<file path="config.mk">
export PLATFORM = sky130hd
export DESIGN_NAME = pe_job_ctrl_flat
export DESIGN_NICKNAME = d
export VERILOG_FILES = /design/src/rtl/pe_job_ctrl_if.sv /design/src/rtl/pe_job_ctrl.sv /design/src/flat_wrapper.sv
export SDC_FILE = /design/constraint.sdc
export NUM_CORES = 1
export LEC_CHECK = 0
export ABC_AREA = 1
export CAP_MARGIN = 30
export CORE_MARGIN = 1.5
export CORE_UTILIZATION = 32
export DETAILED_ROUTE_END_ITERATION = 8
export GPL_TIMING_DRIVEN = 0
export PLACE_DENSITY = 0.78
export SYNTH_ARGS = -nofsm -noshare
export SYNTH_HDL_FRONTEND = slang
export SYNTH_SLANG_ARGS = --single-unit
export TNS_END_PERCENT = 100
</file>
<file path="constraint.sdc">
create_clock -name clk -period 3.2 [get_ports clk]
set_clock_uncertainty 0.05 [all_clocks]
set_input_delay 0.64 -clock clk [delete_from_list [all_inputs] [get_ports clk]]
set_output_delay 0.64 -clock clk [all_outputs]
set_load 0.01 [all_outputs]
</file>
<file path="src/rtl/pe_job_ctrl_if.sv">
// Stream bundle between the job controller, the GLB mover, the PE and the opsum sink.
// master is the controller side; slave is the environment side.
interface pe_job_ctrl_if #(
   parameter int CONFIG_SIZE = 13,
   parameter int DATA_BITS   = 32
);
   logic [DATA_BITS-1:0]   src_data;
   logic                   src_valid;
   logic                   src_ready;

   logic                   pe_en;
   logic [CONFIG_SIZE-1:0] pe_config;
   logic [DATA_BITS-1:0]   pe_data;

   logic                   pe_filter_valid;
   logic                   pe_ifmap_valid;
   logic                   pe_dw_ipsum_valid;
   logic                   pe_pw_ipsum_valid;
   logic                   pe_filter_ready;
   logic                   pe_ifmap_ready;
   logic                   pe_dw_ipsum_ready;
   logic                   pe_pw_ipsum_ready;

   logic [DATA_BITS-1:0]   pe_opsum;
   logic                   pe_opsum_valid;
   logic                   pe_opsum_ready;

   logic [DATA_BITS-1:0]   dst_data;
   logic                   dst_valid;
   logic                   dst_ready;

   modport master (
      input  src_data, src_valid,
      output src_ready,
      output pe_en, pe_config, pe_data,
      output pe_filter_valid, pe_ifmap_valid,
      output pe_dw_ipsum_valid, pe_pw_ipsum_valid,
      input  pe_filter_ready, pe_ifmap_ready,
      input  pe_dw_ipsum_ready, pe_pw_ipsum_ready,
      input  pe_opsum, pe_opsum_valid,
      output pe_opsum_ready,
      output dst_data, dst_valid,
      input  dst_ready
   );

   modport slave (
      output src_data, src_valid,
      input  src_ready,
      input  pe_en, pe_config, pe_data,
      input  pe_filter_valid, pe_ifmap_valid,
      input  pe_dw_ipsum_valid, pe_pw_ipsum_valid,
      output pe_filter_ready, pe_ifmap_ready,
      output pe_dw_ipsum_ready, pe_pw_ipsum_ready,
      output pe_opsum, pe_opsum_valid,
      input  pe_opsum_ready,
      input  dst_data, dst_valid,
      output dst_ready
   );
endinterface

</file>
<file path="src/rtl/pe_job_ctrl.sv">
// Single-PE job sequencer: config pulse, input phase routing,
// opsum forwarding and output-column looping.
module pe_job_ctrl #(
   parameter int CONFIG_SIZE = 13,
   parameter int DATA_BITS   = 32
) (
   input  logic                   clk,
   input  logic                   rst,
   input  logic                   start,
   input  logic [CONFIG_SIZE-1:0] cfg,
   output logic                   busy,
   output logic                   done,
   output logic                   err,
   output logic [2:0]             phase,
   output logic [4:0]             col_idx,
   pe_job_ctrl_if.master          bus
);

   typedef enum logic [2:0] {
      S_IDLE     = 3'd0,
      S_CFG      = 3'd1,
      S_FILTER   = 3'd2,
      S_IFMAP    = 3'd3,
      S_DW_IPSUM = 3'd4,
      S_PW_IPSUM = 3'd5,
      S_OPSUM    = 3'd6,
      S_DONE     = 3'd7
   } state_e;

   state_e                 state_q, state_d;
   logic [CONFIG_SIZE-1:0] cfg_q, cfg_d;
   logic [4:0]             col_q, col_d;
   logic [4:0]             cnt_q, cnt_d;
   logic                   err_q, err_d;

   logic [4:0] p_w, q_w, rs_w, filt_w, need_w;
   logic       dw_w, beat_w, last_w;

   // Derived job geometry; p*rs tops out at 16, so 5 bits hold it.
   assign dw_w   = cfg_q[12];
   assign p_w    = {3'b000, cfg_q[8:7]} + 5'd1;
   assign q_w    = {3'b000, cfg_q[1:0]} + 5'd1;
   assign rs_w   = {3'b000, cfg_q[11:10]} + 5'd1;
   assign filt_w = p_w * rs_w;

   always_ff @(posedge clk) begin
      if (rst) begin
         state_q <= S_IDLE;
         cfg_q   <= '0;
         col_q   <= '0;
         cnt_q   <= '0;
         err_q   <= 1'b0;
      end else begin
         state_q <= state_d;
         cfg_q   <= cfg_d;
         col_q   <= col_d;
         cnt_q   <= cnt_d;
         err_q   <= err_d;
      end
   end

   // Routing: the active phase owns the shared source stream.
   always_comb begin
      need_w                 = 5'd1;
      beat_w                 = 1'b0;
      bus.src_ready          = 1'b0;
      bus.pe_filter_valid    = 1'b0;
      bus.pe_ifmap_valid     = 1'b0;
      bus.pe_dw_ipsum_valid  = 1'b0;
      bus.pe_pw_ipsum_valid  = 1'b0;
      bus.pe_opsum_ready     = 1'b0;
      bus.dst_valid          = 1'b0;
      bus.dst_data           = {DATA_BITS{1'b0}};
      unique case (state_q)
         S_FILTER: begin
            need_w              = filt_w;
            bus.pe_filter_valid = bus.src_valid;
            bus.src_ready       = bus.pe_filter_ready;
            beat_w = bus.src_valid & bus.pe_filter_ready;
         end
         S_IFMAP: begin
            need_w             = (col_q == 5'd0) ? rs_w : 5'd1;
            bus.pe_ifmap_valid = bus.src_valid;
            bus.src_ready      = bus.pe_ifmap_ready;
            beat_w = bus.src_valid & bus.pe_ifmap_ready;
         end
         S_DW_IPSUM: begin
            need_w                = dw_w ? q_w : p_w;
            bus.pe_dw_ipsum_valid = bus.src_valid;
            bus.src_ready         = bus.pe_dw_ipsum_ready;
            beat_w = bus.src_valid & bus.pe_dw_ipsum_ready;
         end
         S_PW_IPSUM: begin
            need_w                = p_w;
            bus.pe_pw_ipsum_valid = bus.src_valid;
            bus.src_ready         = bus.pe_pw_ipsum_ready;
            beat_w = bus.src_valid & bus.pe_pw_ipsum_ready;
         end
         S_OPSUM: begin
            need_w             = p_w;
            bus.dst_data       = bus.pe_opsum;
            bus.dst_valid      = bus.pe_opsum_valid;
            bus.pe_opsum_ready = bus.dst_ready;
            beat_w = bus.pe_opsum_valid & bus.dst_ready;
         end
         S_IDLE, S_CFG, S_DONE: begin
            need_w = 5'd1;
         end
      endcase
   end

   assign last_w = beat_w & (cnt_q == need_w - 5'd1);

   always_comb begin
      state_d = state_q;
      cfg_d   = cfg_q;
      col_d   = col_q;
      cnt_d   = cnt_q;
      err_d   = err_q | (bus.pe_opsum_valid & (state_q != S_OPSUM));
      if (beat_w) begin
         cnt_d = last_w ? 5'd0 : cnt_q + 5'd1;
      end
      unique case (state_q)
         S_IDLE: begin
            if (start) begin
               cfg_d   = cfg;
               col_d   = 5'd0;
               cnt_d   = 5'd0;
               err_d   = 1'b0;
               state_d = S_CFG;
            end
         end
         S_CFG: state_d = S_FILTER;
         S_FILTER: begin
            if (last_w) state_d = S_IFMAP;
         end
         S_IFMAP: begin
            if (last_w) state_d = S_DW_IPSUM;
         end
         S_DW_IPSUM: begin
            if (last_w) state_d = dw_w ? S_PW_IPSUM : S_OPSUM;
         end
         S_PW_IPSUM: begin
            if (last_w) state_d = S_OPSUM;
         end
         S_OPSUM: begin
            if (last_w) begin
               if (col_q == cfg_q[6:2]) begin
                  state_d = S_DONE;
               end else begin
                  col_d   = col_q + 5'd1;
                  state_d = S_IFMAP;
               end
            end
         end
         S_DONE: state_d = S_IDLE;
      endcase
   end

   assign busy          = (state_q != S_IDLE);
   assign done          = (state_q == S_DONE);
   assign err           = err_q;
   assign phase         = state_q;
   assign col_idx       = col_q;
   assign bus.pe_en     = (state_q == S_CFG);
   assign bus.pe_config = cfg_q;
   assign bus.pe_data   = bus.src_data;

endmodule

</file>
<file path="src/flat_wrapper.sv">
// flat-port wrapper written by rule: the top's interface ports become plain ports
module pe_job_ctrl_flat 
#(
   parameter int CONFIG_SIZE = 13,
   parameter int DATA_BITS   = 32
)
  (clk, rst, start, cfg, busy, done, err, phase, col_idx, bus_src_data, bus_src_valid, bus_src_ready, bus_pe_en, bus_pe_config, bus_pe_data, bus_pe_filter_valid, bus_pe_ifmap_valid, bus_pe_dw_ipsum_valid, bus_pe_pw_ipsum_valid, bus_pe_filter_ready, bus_pe_ifmap_ready, bus_pe_dw_ipsum_ready, bus_pe_pw_ipsum_ready, bus_pe_opsum, bus_pe_opsum_valid, bus_pe_opsum_ready, bus_dst_data, bus_dst_valid, bus_dst_ready);
  pe_job_ctrl_if #(.CONFIG_SIZE(CONFIG_SIZE), .DATA_BITS(DATA_BITS)) bus_i ();
  input  logic clk;
  input  logic rst;
  input  logic start;
  input  logic [CONFIG_SIZE-1:0] cfg;
  output logic busy;
  output logic done;
  output logic err;
  output logic [2:0] phase;
  output logic [4:0] col_idx;
  input wire logic [$bits(bus_i.src_data)-1:0] bus_src_data;
  input wire logic [$bits(bus_i.src_valid)-1:0] bus_src_valid;
  output wire logic [$bits(bus_i.src_ready)-1:0] bus_src_ready;
  output wire logic [$bits(bus_i.pe_en)-1:0] bus_pe_en;
  output wire logic [$bits(bus_i.pe_config)-1:0] bus_pe_config;
  output wire logic [$bits(bus_i.pe_data)-1:0] bus_pe_data;
  output wire logic [$bits(bus_i.pe_filter_valid)-1:0] bus_pe_filter_valid;
  output wire logic [$bits(bus_i.pe_ifmap_valid)-1:0] bus_pe_ifmap_valid;
  output wire logic [$bits(bus_i.pe_dw_ipsum_valid)-1:0] bus_pe_dw_ipsum_valid;
  output wire logic [$bits(bus_i.pe_pw_ipsum_valid)-1:0] bus_pe_pw_ipsum_valid;
  input wire logic [$bits(bus_i.pe_filter_ready)-1:0] bus_pe_filter_ready;
  input wire logic [$bits(bus_i.pe_ifmap_ready)-1:0] bus_pe_ifmap_ready;
  input wire logic [$bits(bus_i.pe_dw_ipsum_ready)-1:0] bus_pe_dw_ipsum_ready;
  input wire logic [$bits(bus_i.pe_pw_ipsum_ready)-1:0] bus_pe_pw_ipsum_ready;
  input wire logic [$bits(bus_i.pe_opsum)-1:0] bus_pe_opsum;
  input wire logic [$bits(bus_i.pe_opsum_valid)-1:0] bus_pe_opsum_valid;
  output wire logic [$bits(bus_i.pe_opsum_ready)-1:0] bus_pe_opsum_ready;
  output wire logic [$bits(bus_i.dst_data)-1:0] bus_dst_data;
  output wire logic [$bits(bus_i.dst_valid)-1:0] bus_dst_valid;
  input wire logic [$bits(bus_i.dst_ready)-1:0] bus_dst_ready;
  assign bus_i.src_data = bus_src_data;
  assign bus_i.src_valid = bus_src_valid;
  assign bus_src_ready = bus_i.src_ready;
  assign bus_pe_en = bus_i.pe_en;
  assign bus_pe_config = bus_i.pe_config;
  assign bus_pe_data = bus_i.pe_data;
  assign bus_pe_filter_valid = bus_i.pe_filter_valid;
  assign bus_pe_ifmap_valid = bus_i.pe_ifmap_valid;
  assign bus_pe_dw_ipsum_valid = bus_i.pe_dw_ipsum_valid;
  assign bus_pe_pw_ipsum_valid = bus_i.pe_pw_ipsum_valid;
  assign bus_i.pe_filter_ready = bus_pe_filter_ready;
  assign bus_i.pe_ifmap_ready = bus_pe_ifmap_ready;
  assign bus_i.pe_dw_ipsum_ready = bus_pe_dw_ipsum_ready;
  assign bus_i.pe_pw_ipsum_ready = bus_pe_pw_ipsum_ready;
  assign bus_i.pe_opsum = bus_pe_opsum;
  assign bus_i.pe_opsum_valid = bus_pe_opsum_valid;
  assign bus_pe_opsum_ready = bus_i.pe_opsum_ready;
  assign bus_dst_data = bus_i.dst_data;
  assign bus_dst_valid = bus_i.dst_valid;
  assign bus_i.dst_ready = bus_dst_ready;
  pe_job_ctrl #(.CONFIG_SIZE(CONFIG_SIZE), .DATA_BITS(DATA_BITS)) u_core (.clk(clk), .rst(rst), .start(start), .cfg(cfg), .busy(busy), .done(done), .err(err), .phase(phase), .col_idx(col_idx), .bus(bus_i));
endmodule
</file>
# --- Word-level counts from Yosys, hierarchy flattened ---
# Cells that the tools add are included.
classes:
  add_sub_neg: 6
  mul: 1
  eq_ne: 17
  n_mux: 31
  bitwise: 8
  n_reduce_logical: 9
op_table:
  columns: ["op", "count"]
  rows:
  - ["two-way mux 5 bit", 9]
  - ["two-way mux 32 bit", 1]
  - ["case mux 5 bit (5 select lines)", 1]
  - ["case mux 3 bit (8 select lines)", 1]
  - ["two-way mux 3 bit", 7]
  - ["== test 3 bit, second input constant", 4]
  - ["adder 5 x 1 -> 5 bit, second input constant", 2]
  - ["== test 5 bit", 2]
  - ["inequality test 2 x 1 -> 1 bit, second input constant", 5]
  - ["case mux 5 bit (2 select lines)", 1]
  - ["adder 2 x 1 -> 3 bit, second input constant", 3]
  - ["two-way mux 1 bit", 8]
  - ["bitwise AND 1 bit", 7]
  - ["== test 3 x 2 -> 1 bit, second input constant", 2]
  - ["AND reduction 6 bit", 1]
  - ["zero test 5 bit", 1]
  - ["multiplier 5 x 5 -> 5 bit", 1]
  - ["case mux 1 bit (5 select lines)", 1]
  - ["subtractor 5 x 1 -> 5 bit, second input constant", 1]
  - ["inequality test 2 bit, second input constant", 2]
  - ["case mux 1 bit (4 select lines)", 1]
  - ["AND reduction 4 bit", 1]
  - ["== test 3 x 1 -> 1 bit, second input constant", 1]
  - ["zero test 3 bit", 1]
  - ["other kinds (8)", 8]
totals:
  reg_bits: 27
  output_inout_bits: 96
  elab_cells: 77

# --- Logic depth before layout (Yosys ltp) ---
# Gate-level depths: netlist of run 1.
depth:
  word_depth: 10
  ltp_mapped: 22
  depth_no_buf: 21

# --- Worst setup path before layout of run 1 ---
# Ideal clock, no wire load.
synth_timing:
  kind: "flip-flop to flip-flop"
  start: "register u_core.cfg_q[10], in the netlist u_core.bus.pe_config[10]"
  end: "register u_core.state_q[0], in the netlist u_core.phase[0]"
  setup_ns: 0.113
  arrival_ns: 2.948
  t_required_ns: 3.037
  path_slack_ns: 0.089
  stages_incl_launch_ff: 21
  synth_period_minus_slack_ns: 3.111
  cell_sequence: "dfxtp_1 ha_1 nand2_1 fa_1 inv_1 ha_1 fa_1 xnor2_1 inv_1 nand2_1 nand3_1 nand2_1 nand2_1 inv_1 nand2_1 nand2_1 nand3_2 nand2_1 nand3_4 nor2_1 nor2_1"
synth_via:
  elab_chain_cells: 8
  elab_cells_between_ends: 13
  classes_between: "2 x add/sub; 1 x mul; 6 x eq/ne; 2 x mux; 1 x bitwise; 1 x reduce/logical"
synth_lines:
  columns: ["item", "line_no", "rtl"]
  rows:
  - ["start: declaration", "pe_job_ctrl.sv:31", "logic [CONFIG_SIZE-1:0] cfg_q, cfg_d;"]
  - ["start signal: assignment", "pe_job_ctrl.sv:55", "cfg_q <= cfg_d;"]
  - ["adder 2 x 1 -> 3 bit *", "pe_job_ctrl.sv:43", "assign rs_w = {3'b000, cfg_q[11:10]} + 5'd1;"]
  - ["multiplier 5 x 5 -> 5 bit or two-way mux 5 bit (tied branches)", "pe_job_ctrl.sv:44, pe_job_ctrl.sv:82", null]
  - ["case mux 5 bit (5 select lines) *", "pe_job_ctrl.sv:74", "unique case (state_q)"]
  - ["subtractor 5 x 1 -> 5 bit *", "pe_job_ctrl.sv:112", "assign last_w = beat_w & (cnt_q == need_w - 5'd1);"]
  - ["== test 5 bit *", "pe_job_ctrl.sv:112", null]
  - ["bitwise AND 1 bit *", "pe_job_ctrl.sv:112", null]
  - ["inequality test 2 x 1 -> 1 bit (no line)", null, null]
  - ["AND reduction 6 bit (no line) *", null, null]
  - ["end signal: assignment", "pe_job_ctrl.sv:54", "state_q <= state_d;"]
  - ["end: declaration", "pe_job_ctrl.sv:30", "state_e state_q, state_d;"]
# Every way passes the cells marked *; elsewhere a longest branch is shown, timed or not.
# A chain may end at the register's enable or synchronous reset.

# --- Worst setup path after layout of run 1 ---
layout_timing:
  start: "register u_core.cfg_q[7], in the netlist u_core.bus.pe_config[7]"
  end: "register u_core.col_q[4], in the netlist u_core.col_idx[4]"
layout_via:
  elab_chain_cells: 8
  elab_cells_between_ends: 9
  classes_between: "2 x add/sub; 1 x mul; 2 x eq/ne; 2 x mux; 1 x bitwise; 1 x reduce/logical"
layout_lines:
  columns: ["item", "line_no", "rtl"]
  rows:
  - ["adder 2 x 1 -> 3 bit *", "pe_job_ctrl.sv:41", "assign p_w = {3'b000, cfg_q[8:7]} + 5'd1;"]
  - ["multiplier 5 x 5 -> 5 bit or two-way mux 5 bit (tied branches)", "pe_job_ctrl.sv:44, pe_job_ctrl.sv:88", null]
  - ["case mux 5 bit (5 select lines) *", "pe_job_ctrl.sv:74", null]
  - ["subtractor 5 x 1 -> 5 bit *", "pe_job_ctrl.sv:112", null]
  - ["== test 5 bit *", "pe_job_ctrl.sv:112", null]
  - ["bitwise AND 1 bit *", "pe_job_ctrl.sv:112", null]
  - ["inequality test 2 x 1 -> 1 bit (no line) *", null, null]
  - ["AND reduction 4 bit (no line) *", null, null]
  - ["end signal: assignment", "pe_job_ctrl.sv:56", "col_q <= col_d;"]
  - ["end: declaration", "pe_job_ctrl.sv:32", "logic [4:0] col_q, col_d;"]
# Marks and branches as above.

==> results of run 1 <==
[metal layers]
layer | vias up | track usage | part of all wire
li1 | 1569 | - | -
met1 | 1384 | 0.227 | 0.42
met2 | 136 | 0.328 | 0.50
met3 | 16 | 0.0345 | 0.071
met4 | 0 | 0.0487 | 0.015
met5 | - | 0 | 0
[path summary, 6_finish.rpt]
path,end,cells after the start
worst max-delay path,u_core.col_idx[4],15
worst min-delay path,u_core.bus.pe_config[9],2
worst max register to register,u_core.col_idx[4],15
worst min register to register,u_core.bus.pe_config[9],2
[per-stage QoR]
step | worst slack, ns | cell area (um2) | TNS (ns) | hold WS (ns) | total power, mW
finish | 0.0226 | 4390 | 0 | 0.419 | 2.04
global route | -0.130 | 4390 | -0.796 | 0.465 | 2.19
CTS | 0.00784 | 4300 | 0 | 0.422 | 1.97
detailed placement | -0.241 | 4160 | -1.95 | 0.409 | 1.71
global placement | -0.164 | 4160 | -1.22 | 0.398 | 1.69
floorplan | 0.0891 | 2550 | 0 | 0.436 | 1.23
[critical path, cell delays in order (launching register included)]
cell and delay [ns]:
dfxtp_4 0.37, ha_4 0.29, nand2_2 0.05, fa_1 0.47
inv_1 0.04, ha_2 0.17, fa_2 0.52, nand2_1 0.11
xnor2_2 0.21, nand3_1 0.13, nand2_2 0.11, nand3_4 0.13
nand2_8 0.13, nand3_4 0.12, nand2_2 0.09, a21oi_1 0.06
[Yosys cell counts]
master / number / area [um2]
a211oi_1: 1 / 7.51
a21oi_1: 20 / 100
buf_1: 1 / 3.75
buf_2: 1 / 5.00
buf_4: 33 / 248
clkbuf_1: 10 / 37.5
dfxtp_1: 27 / 541
fa_1: 2 / 40.0
ha_1: 13 / 163
inv_1: 78 / 293
inv_2: 3 / 11.3
nand2_1: 69 / 259
nand2_2: 2 / 12.5
nand2_4: 1 / 11.3
nand3_1: 25 / 125
nand3_2: 2 / 20.0
nand3_4: 2 / 35.0
nand4_1: 16 / 100
nor2_1: 77 / 289
nor2_2: 4 / 25.0
nor2_4: 1 / 11.3
nor3_1: 2 / 10.0
nor4_1: 1 / 6.26
o21ai_0: 10 / 50.1
o21ai_1: 1 / 5.00
o21ai_4: 1 / 16.3
o32ai_1: 1 / 8.76
or2_1: 1 / 6.26
xnor2_1: 5 / 43.8
xor2_1: 8 / 70.1
[registers in the layout (all words and copies together) (netlist names)]
signal / count
u_core.bus.pe_config: 13
u_core.cnt_q: 5
u_core.col_idx: 5
u_core.err: 1
u_core.phase: 3
[cell usage in the layout (no fill, tap or decap), types with 2 or more instances in the layout]
master	n
xnor2_2	2
buf_4	41
clkbuf_1	8
xnor2_1	3
o21ai_0	10
clkbuf_2	2
nor3_1	2
a21oi_1	18
dfxtp_1	22
dfxtp_2	2
ha_1	10
nor2_1	77
a21oi_2	2
xor2_1	8
dfxtp_4	3
nand3_1	24
clkdlybuf4s50_1	148
nand4_1	16
inv_1	77
ha_4	2
inv_2	4
nand3_4	3
nor2_2	4
nand2_1	58
nand3_2	2
nand2_2	13
clkbuf_8	3
[timing repair]
action                                 in CTS  in global routing
pin swaps                                   4                 20
hold buffers                                0                  0
setup endpoints to repair                  30                 23
gates resized for setup                    18                 18
endpoints found under the hold margin       0                  0
setup buffers                               2                  6
[cells by family after synthesis]
logic type / Yosys count / share of synthesized area
compound gates: 34 / 0.0735
xor+xnor: 13 / 0.0446
fa+ha+maj: 15 / 0.0794
buf+inv: 126 / 0.234
flops: 27 / 0.212
simple gates: 203 / 0.357
[cell type report]
class / count / area share
inverter: 81 / 0.0693
clock buffer: 3 / 0.00941
tap: 102 / 0.0291
timing repair buffer: 156 / 0.351
multi-input combinational: 265 / 0.345
sequential: 27 / 0.126
buffer: 45 / 0.0676
clock inverter: 1 / 0.00171
[power groups by stage]
stage / logic, mW / clock network, mW / registers, mW
2_1_floorplan: 0.720 / 0 / 0.515
5_1_grt: 1.46 / 0.219 / 0.512
3_3_place_gp: 1.19 / 0 / 0.500
3_5_place_dp: 1.21 / 0 / 0.500
4_1_cts: 1.27 / 0.204 / 0.500
6_report: 1.34 / 0.200 / 0.503
==> impl_metrics.json, run 1 <==
{
  "route.final.wire_length_um": 8480,
  "grtUsageTotal": 0.185,
  "hp-start": "u_core.bus.pe_config[9]",
  "layout.cells.non_filler": 680,
  "drv_cap": 0,
  "p_leak_nw": 2.03,
  "pwr-share-seq": 0.247,
  "synth_nets": 520,
  "seq_area_frac_synth": 0.212,
  "final_util": 0.568,
  "core-area_um2": 7730,
  "swShare": 0.451,
  "drcViolationCount": 0,
  "first_iter_violations": 161,
  "wl_per_cell_um": 12.5,
  "syn_inst": 418,
  "syn_avg_cell_area_um2": 6.11,
  "combPwrFrac": 0.655,
  "clock.fmax_mhz": 315,
  "worstSetupStartpointType": "flop",
  "clkLatencyLatePin_ns": 0.28,
  "fillers": 704,
  "clock_tree.root_cell": "clkbuf_8",
  "grt_max_degree": 17,
  "slew_headroom": 0.620,
  "clkPwrFrac": 0.098,
  "fin_crit_sh": 0.993,
  "rsz0062_at_grt": "true",
  "overflow": 0,
  "peakVddDrop_mv": 0.337,
  "end_kind": "flop",
  "drtAntennaViolNets": 0,
  "drive_gt1_frac": 0.156,
  "multi_input_area_um2": 1520,
  "start_util": 0.330,
  "htree_levels": 1,
  "grt_pass1_vias": 2901,
  "route.vias.total": 3105,
  "path_clk_slew_ns": 0.10,
  "p_per_area_nw_per_um2": 465,
  "synth-seq-cells": 27,
  "cts_inserted_buffers": 3,
  "hold_viol": 0,
  "grt_pass1_wl_um": 13000,
  "hold_path.class": "flop to flop",
  "outcome": "complete, no violations",
  "synth.cell_area_um2": 2550,
  "portBuffers": 148,
  "ios": 183,
  "cellInternalPower_mw": 1.12,
  "cts_max_path_buffers": 2,
  "crit_type": "flop to flop",
  "critPathMaxFanout": 8,
  "die_w_um": 92.3,
  "rrSetupSlack_ns": 0.02,
  "via_per_inst": 4.57,
  "seq_area_um2": 554,
  "setup_violations": 0,
  "worstMarginPinSlew_ns": 0.570,
  "crit_arrival_ns": 3.27,
  "synth.lib_cells_used.distinct": 30,
  "dp_cells": 668,
  "die_h_um": 92.3,
  "syn2layout_area_growth_pct": 71.9,
  "slew_violations": 0,
  "post-dp-hpwl_um": 6660,
  "clock-sinks": 27,
  "finalCriticalPeriod_ns": 3.18,
  "antenna_found_initial": 0,
  "rows": 32,
  "reg2reg_from": "u_core.bus.pe_config[7]",
  "p_switching_mw": 0.920,
  "synth_warnings": 0,
  "dr.pass1.iters": 4,
  "place.gp.congestion": 0.890,
  "startpoint": "u_core.bus.pe_config[7]",
  "cts_tree": "built",
  "fp.dieArea_um2": 8520,
  "diodes": 0,
  "crit_required_ns": 3.29,
  "nets": 681
}
Note: power is estimated with default switching activity, not from simulation.
==> inputs of run 2 (changes only) <==
- SETUP_SLACK_MARGIN: unset -> 0.3
==> run 2 against run 1 <==
Compared with the run above: sequential share of layout area is essentially flat; total power grew 1.9%; sequential power is essentially flat; hold slack gained 0.014 ns; worst setup slack gained 0.073 ns; core utilization grew 0.65 points; design area grew 1.1%; maximum frequency grew 2.4%.
==> impl_metrics.json, run 2 (synthesized netlist as in run 1, its figures left out) <==
{
  "clock_tree.root_cell": "clkbuf_8",
  "fin_crit_sh": 0.970,
  "die_w_um": 92.3,
  "clkLatencyLatePin_ns": 0.29,
  "crit_required_ns": 3.32,
  "grt_pass1_wl_um": 13800,
  "layout_common_cells": "clkdlybuf4s50_1 (144), inv_1 (78), nor2_1 (76)",
  "hold_path.class": "flop to flop",
  "grtUsageTotal": 0.199,
  "route.vias.total": 3149,
  "peakVddDrop_mv": 0.345,
  "cts_inserted_buffers": 3,
  "ios": 183,
  "route.final.wire_length_um": 9070,
  "nets": 683,
  "rows": 32,
  "grt_pass1_vias": 2999,
  "syn2layout_area_growth_pct": 73.8,
  "die_h_um": 92.3,
  "p_total_mw": 2.08,
  "slew_headroom": 0.581,
  "final_common_cell": "clkdlybuf4s50_1",
  "rsz0062_at_grt": "true",
  "finalCriticalPeriod_ns": 3.10,
  "dr.pass1.iters": 4,
  "rrSetupSlack_ns": 0.1,
  "drtAntennaViolNets": 0,
  "hold_ws_ns": 0.433,
  "placed_area_um2": 4210,
  "drive_gt1_frac": 0.166,
  "hold_viol": 0,
  "largest_reg_flops": 13,
  "setup_violations": 0,
  "dp_cells": 668,
  "p_per_area_nw_per_um2": 468,
  "final_util": 0.574,
  "worstMarginPinSlew_ns": 0.629,
  "critPathMaxFanout": 4,
  "clock-sinks": 27,
  "fillers": 732,
  "reg2reg_from": "u_core.bus.pe_config[11]",
  "worstHoldEndpoint": "u_core.bus.pe_config[9]",
  "start_util": 0.330,
  "hp-start": "u_core.bus.pe_config[9]",
  "crit_arrival_ns": 3.22,
  "htree_levels": 1,
  "final_area_um2": 4440,
  "fp.dieArea_um2": 8520,
  "reg2regPathDepth": 14,
  "slew_violations": 0,
  "path_clk_slew_ns": 0.11,
  "antenna_found_initial": 0,
  "dp_slack_ns": -0.0479,
  "hold_depth": 2,
  "r2r_end": "u_core.cnt_q[1]",
  "crit_type": "flop to flop",
  "cts_tree": "built",
  "overflow": 0,
  "place.gp.congestion": 0.909,
  "wl_per_cell_um": 13.3,
  "first_iter_violations": 148,
  "cts_max_path_buffers": 2,
  "setup_tns_ns": 0,
  "end_kind": "flop",
  "core-area_um2": 7730,
  "drcViolationCount": 0,
  "drv_cap": 0,
  "p_leak_nw": 2.12,
  "clock.fmax_mhz": 322,
  "post-dp-hpwl_um": 7490,
  "grt_max_degree": 18,
  "layout.cells.non_filler": 682,
  "timing.final.ws_setup_ns": 0.0956,
  "via_per_inst": 4.62,
  "outcome": "complete, no violations",
  "worstSetupStartpointType": "flop",
  "cts_hold_buf": 0,
  "portBuffers": 148,
  "diodes": 0
}
run 2: worst max path at each step:
stage	from	end	slack [ns]	cells past startpoint
finish	u_core.bus.pe_config[11]	u_core.cnt_q[1]	0.1	14
global route	u_core.bus.pe_config[11]	u_core.col_idx[1]	-0.08	21
floorplan	u_core.bus.pe_config[7]	u_core.col_idx[3]	0.25	20
detailed placement	u_core.bus.pe_config[11]	u_core.col_idx[3]	-0.05	20
CTS	u_core.bus.pe_config[11]	u_core.col_idx[2]	0.14	20
global placement	u_core.bus.pe_config[11]	u_core.col_idx[2]	0.07	20
run 2: cell type report:
class                           count  area (um2)  share of cell area
Clock buffer                        3        41.3             0.00930
Tap cell                          102         128              0.0287
Clock inverter                      1        8.76             0.00197
Multi-Input combinational cell    265        1520               0.343
Inverter                           81         304              0.0685
Sequential cell                    27         559               0.126
Timing Repair Buffer              158        1570               0.353
Buffer                             45         310              0.0699
run 2: worst max-delay path, stage by stage (launching register included):
cell and delay, ns:
dfxtp_4 0.38, ha_4 0.27, nand2_2 0.05, fa_1 0.48, inv_1 0.05, ha_2 0.16
fa_2 0.52, nand2_2 0.06, xnor2_1 0.22, nand3_1 0.12, nand2_2 0.10, nand3_4 0.12
buf_4 0.16, nand3_1 0.14, o32ai_1 0.10
run 2: timing repair:
item	in CTS	in global routing
endpoints found under the hold margin	0	0
resized for setup	20	16
endpoints found under the setup margin	46	42
pin swaps	12	5
buffers inserted	9	1
run 2: metal layers:
metal	global-route usage	vias to the layer above	routed length, um
met3	0.0402	10	812
met2	0.399	159	4880
met4	0.0641	0	163
met1	0.201	1405	3220
met5	0	-	0
li1	-	1575	-
run 2: power by group:
part / switching (mW) / internal (mW) / leakage, nW
sequential: 0.0876 / 0.417 / 0.224
combinational: 0.723 / 0.633 / 1.87
clock: 0.125 / 0.0917 / 0.0261
==> inputs of run 3 (changes only) <==
- CORE_MARGIN: 1.5 -> unset
==> run 3 against run 2 <==
Compared with the run above: sequential power barely moved; maximum frequency rose by 0.59%; total power rose by 0.31%; hold slack got worse by 0.010 ns; die area fell by 2.2%; first-iteration DRC count rose by 22%; worst setup slack improved by 0.018 ns; sequential share of layout area fell by 0.088 points; critical path type unchanged; highest routed layer unchanged.
==> impl_metrics.json, run 3 (synthesized netlist as in run 1, its figures left out) <==
{
  "grt_max_degree": 17,
  "layout_common_cells": "clkdlybuf4s50_1 (145), inv_1 (78), nor2_1 (77)",
  "place.gp.congestion": 0.913,
  "placed_area_um2": 4210,
  "route.vias.total": 3159,
  "fp.dieArea_um2": 8340,
  "drv_cap": 0,
  "grt_use_met3": 0.0335,
  "antenna_found_initial": 0,
  "seq_area_um2": 559,
  "grt_util_met2": 0.401,
  "finalCriticalPeriod_ns": 3.09,
  "overflow": 0,
  "hold_ws_ns": 0.423,
  "syn2layout_area_growth_pct": 75.1,
  "start_util": 0.330,
  "combPwrFrac": 0.661,
  "crit_arrival_ns": 3.18,
  "p_switching_mw": 0.934,
  "final_common_cell": "clkdlybuf4s50_1",
  "outcome": "complete, no violations",
  "hold_path.class": "flop to flop",
  "path_clk_slew_ns": 0.10,
  "drtAntennaViolNets": 0,
  "clock_tree.root_cell": "clkbuf_8",
  "hold_viol": 0,
  "post-dp-hpwl_um": 7280,
  "grt-busiest-layer": "met2",
  "route.final.wire_length_um": 8870,
  "ios": 183,
  "drcViolationCount": 0,
  "peakVddDrop_mv": 0.342,
  "first_iter_violations": 180,
  "fin_crit_sh": 0.964,
  "grtUsageTotal": 0.198,
  "critPathMaxFanout": 8,
  "worstSetupStartpointType": "flop",
  "rows": 32,
  "core-area_um2": 7730,
  "crit_type": "flop to flop",
  "setup_violations": 0,
  "crit_required_ns": 3.30,
  "clkLatencyLatePin_ns": 0.28,
  "fillers": 695,
  "slew_violations": 0,
  "nets": 685,
  "pwr-share-seq": 0.241,
  "cts_tree": "built",
  "dr.pass1.iters": 5,
  "cts_max_path_buffers": 2,
  "clkPwrFrac": 0.098,
  "portBuffers": 148,
  "die_h_um": 91.3,
  "final_area_um2": 4470,
  "worstMarginPinSlew_ns": 0.605,
  "largest_reg_flops": 13,
  "multi_input_area_um2": 1550,
  "cellInternalPower_mw": 1.15,
  "slew_headroom": 0.597,
  "drive_gt1_frac": 0.172,
  "diodes": 0,
  "grt_use_met1": 0.204,
  "grt_pass1_vias": 2905,
  "rsz0062_at_grt": "true",
  "grt_pass1_wl_um": 13300,
  "clock-sinks": 27,
  "die_w_um": 91.3,
  "htree_levels": 1,
  "setup_tns_ns": 0,
  "clock.fmax_mhz": 324,
  "swShare": 0.448,
  "via_per_inst": 4.62,
  "cts_inserted_buffers": 3,
  "wl_per_cell_um": 13.0,
  "p_per_area_nw_per_um2": 466,
  "p_leak_nw": 2.12,
  "end_kind": "flop"
}
-- run 3: changes by cell type in the layout (fill, tap and decap cells not counted), sizes merged --
cell,previous run,this run
clkdlybuf4s50,144,145
dlymetal6s2s,4,3
buf,45,49
clkbuf,13,11
-- run 3: power by group through the flow --
stage,registers (mW),clock network (mW),logic [mW]
3_3_place_gp,0.511,0,1.21
5_1_grt,0.512,0.225,1.52
6_report,0.502,0.204,1.38
2_1_floorplan,0.525,0,0.739
4_1_cts,0.502,0.211,1.31
3_5_place_dp,0.513,0,1.25
-- run 3: area by class of cell --
| class | instances | share of cell area |
|---|---|---|
| timing repair buffer | 160 | 0.353 |
| multi-input combinational | 265 | 0.346 |
| sequential | 27 | 0.125 |
| buffer | 45 | 0.0680 |
| inverter | 81 | 0.0680 |
| tap | 102 | 0.0285 |
| clock buffer | 3 | 0.00924 |
| clock inverter | 1 | 0.00140 |
-- run 3: final timing paths --
kind	start	to	slack, ns	cells past startpoint
setup / recovery	u_core.bus.pe_config[11]	u_core.col_idx[4]	0.11	20
hold / removal	u_core.bus.pe_config[9]	u_core.bus.pe_config[9]	0.42	2
setup reg to reg	u_core.bus.pe_config[11]	u_core.col_idx[4]	0.11	20
hold reg to reg	u_core.bus.pe_config[9]	u_core.bus.pe_config[9]	0.42	2
-- run 3: timing repair --
action	CTS	global route
endpoints found under the hold margin	0	0
endpoints found under the setup margin	46	44
hold buffers	0	0
pin swaps	14	10
setup buffers	6	6
gates resized for setup	15	25
-- run 3: routing by layer --
layer | wire length (um) | share of wire | up-vias
li1 | - | - | 1575
met1 | 3240 | 0.37 | 1416
met2 | 4780 | 0.54 | 156
met3 | 713 | 0.080 | 12
met4 | 136 | 0.015 | 0
met5 | 0 | 0 | -
-- run 3: metrics by stage --
step                      instances  power [mW]  setup slack [ns]   util
after floorplan                 418        1.26             0.254      -
after global placement          668        1.72            0.0744  0.545
after detailed placement        668        1.76           0.00741  0.545
after CTS                       678        2.02             0.130  0.563
after global routing            684        2.25           -0.0501  0.579
final                           684        2.08             0.114  0.579
-- run 3: worst max-delay path, stage by stage, from the launching register on --
cell and delay, ns:
dfxtp_4 0.38, ha_4 0.27, nand2_2 0.05, fa_1 0.48, inv_1 0.04, ha_2 0.17, fa_2 0.35, xnor2_2 0.14
inv_1 0.07, nand2_2 0.07, nand3_2 0.06, nand2_1 0.06, nand2_1 0.06, inv_1 0.05, nand2_1 0.05, nand2_2 0.07
nand3_4 0.12, nand2_8 0.14, nand3_4 0.12, nand2_2 0.11, a21oi_2 0.04
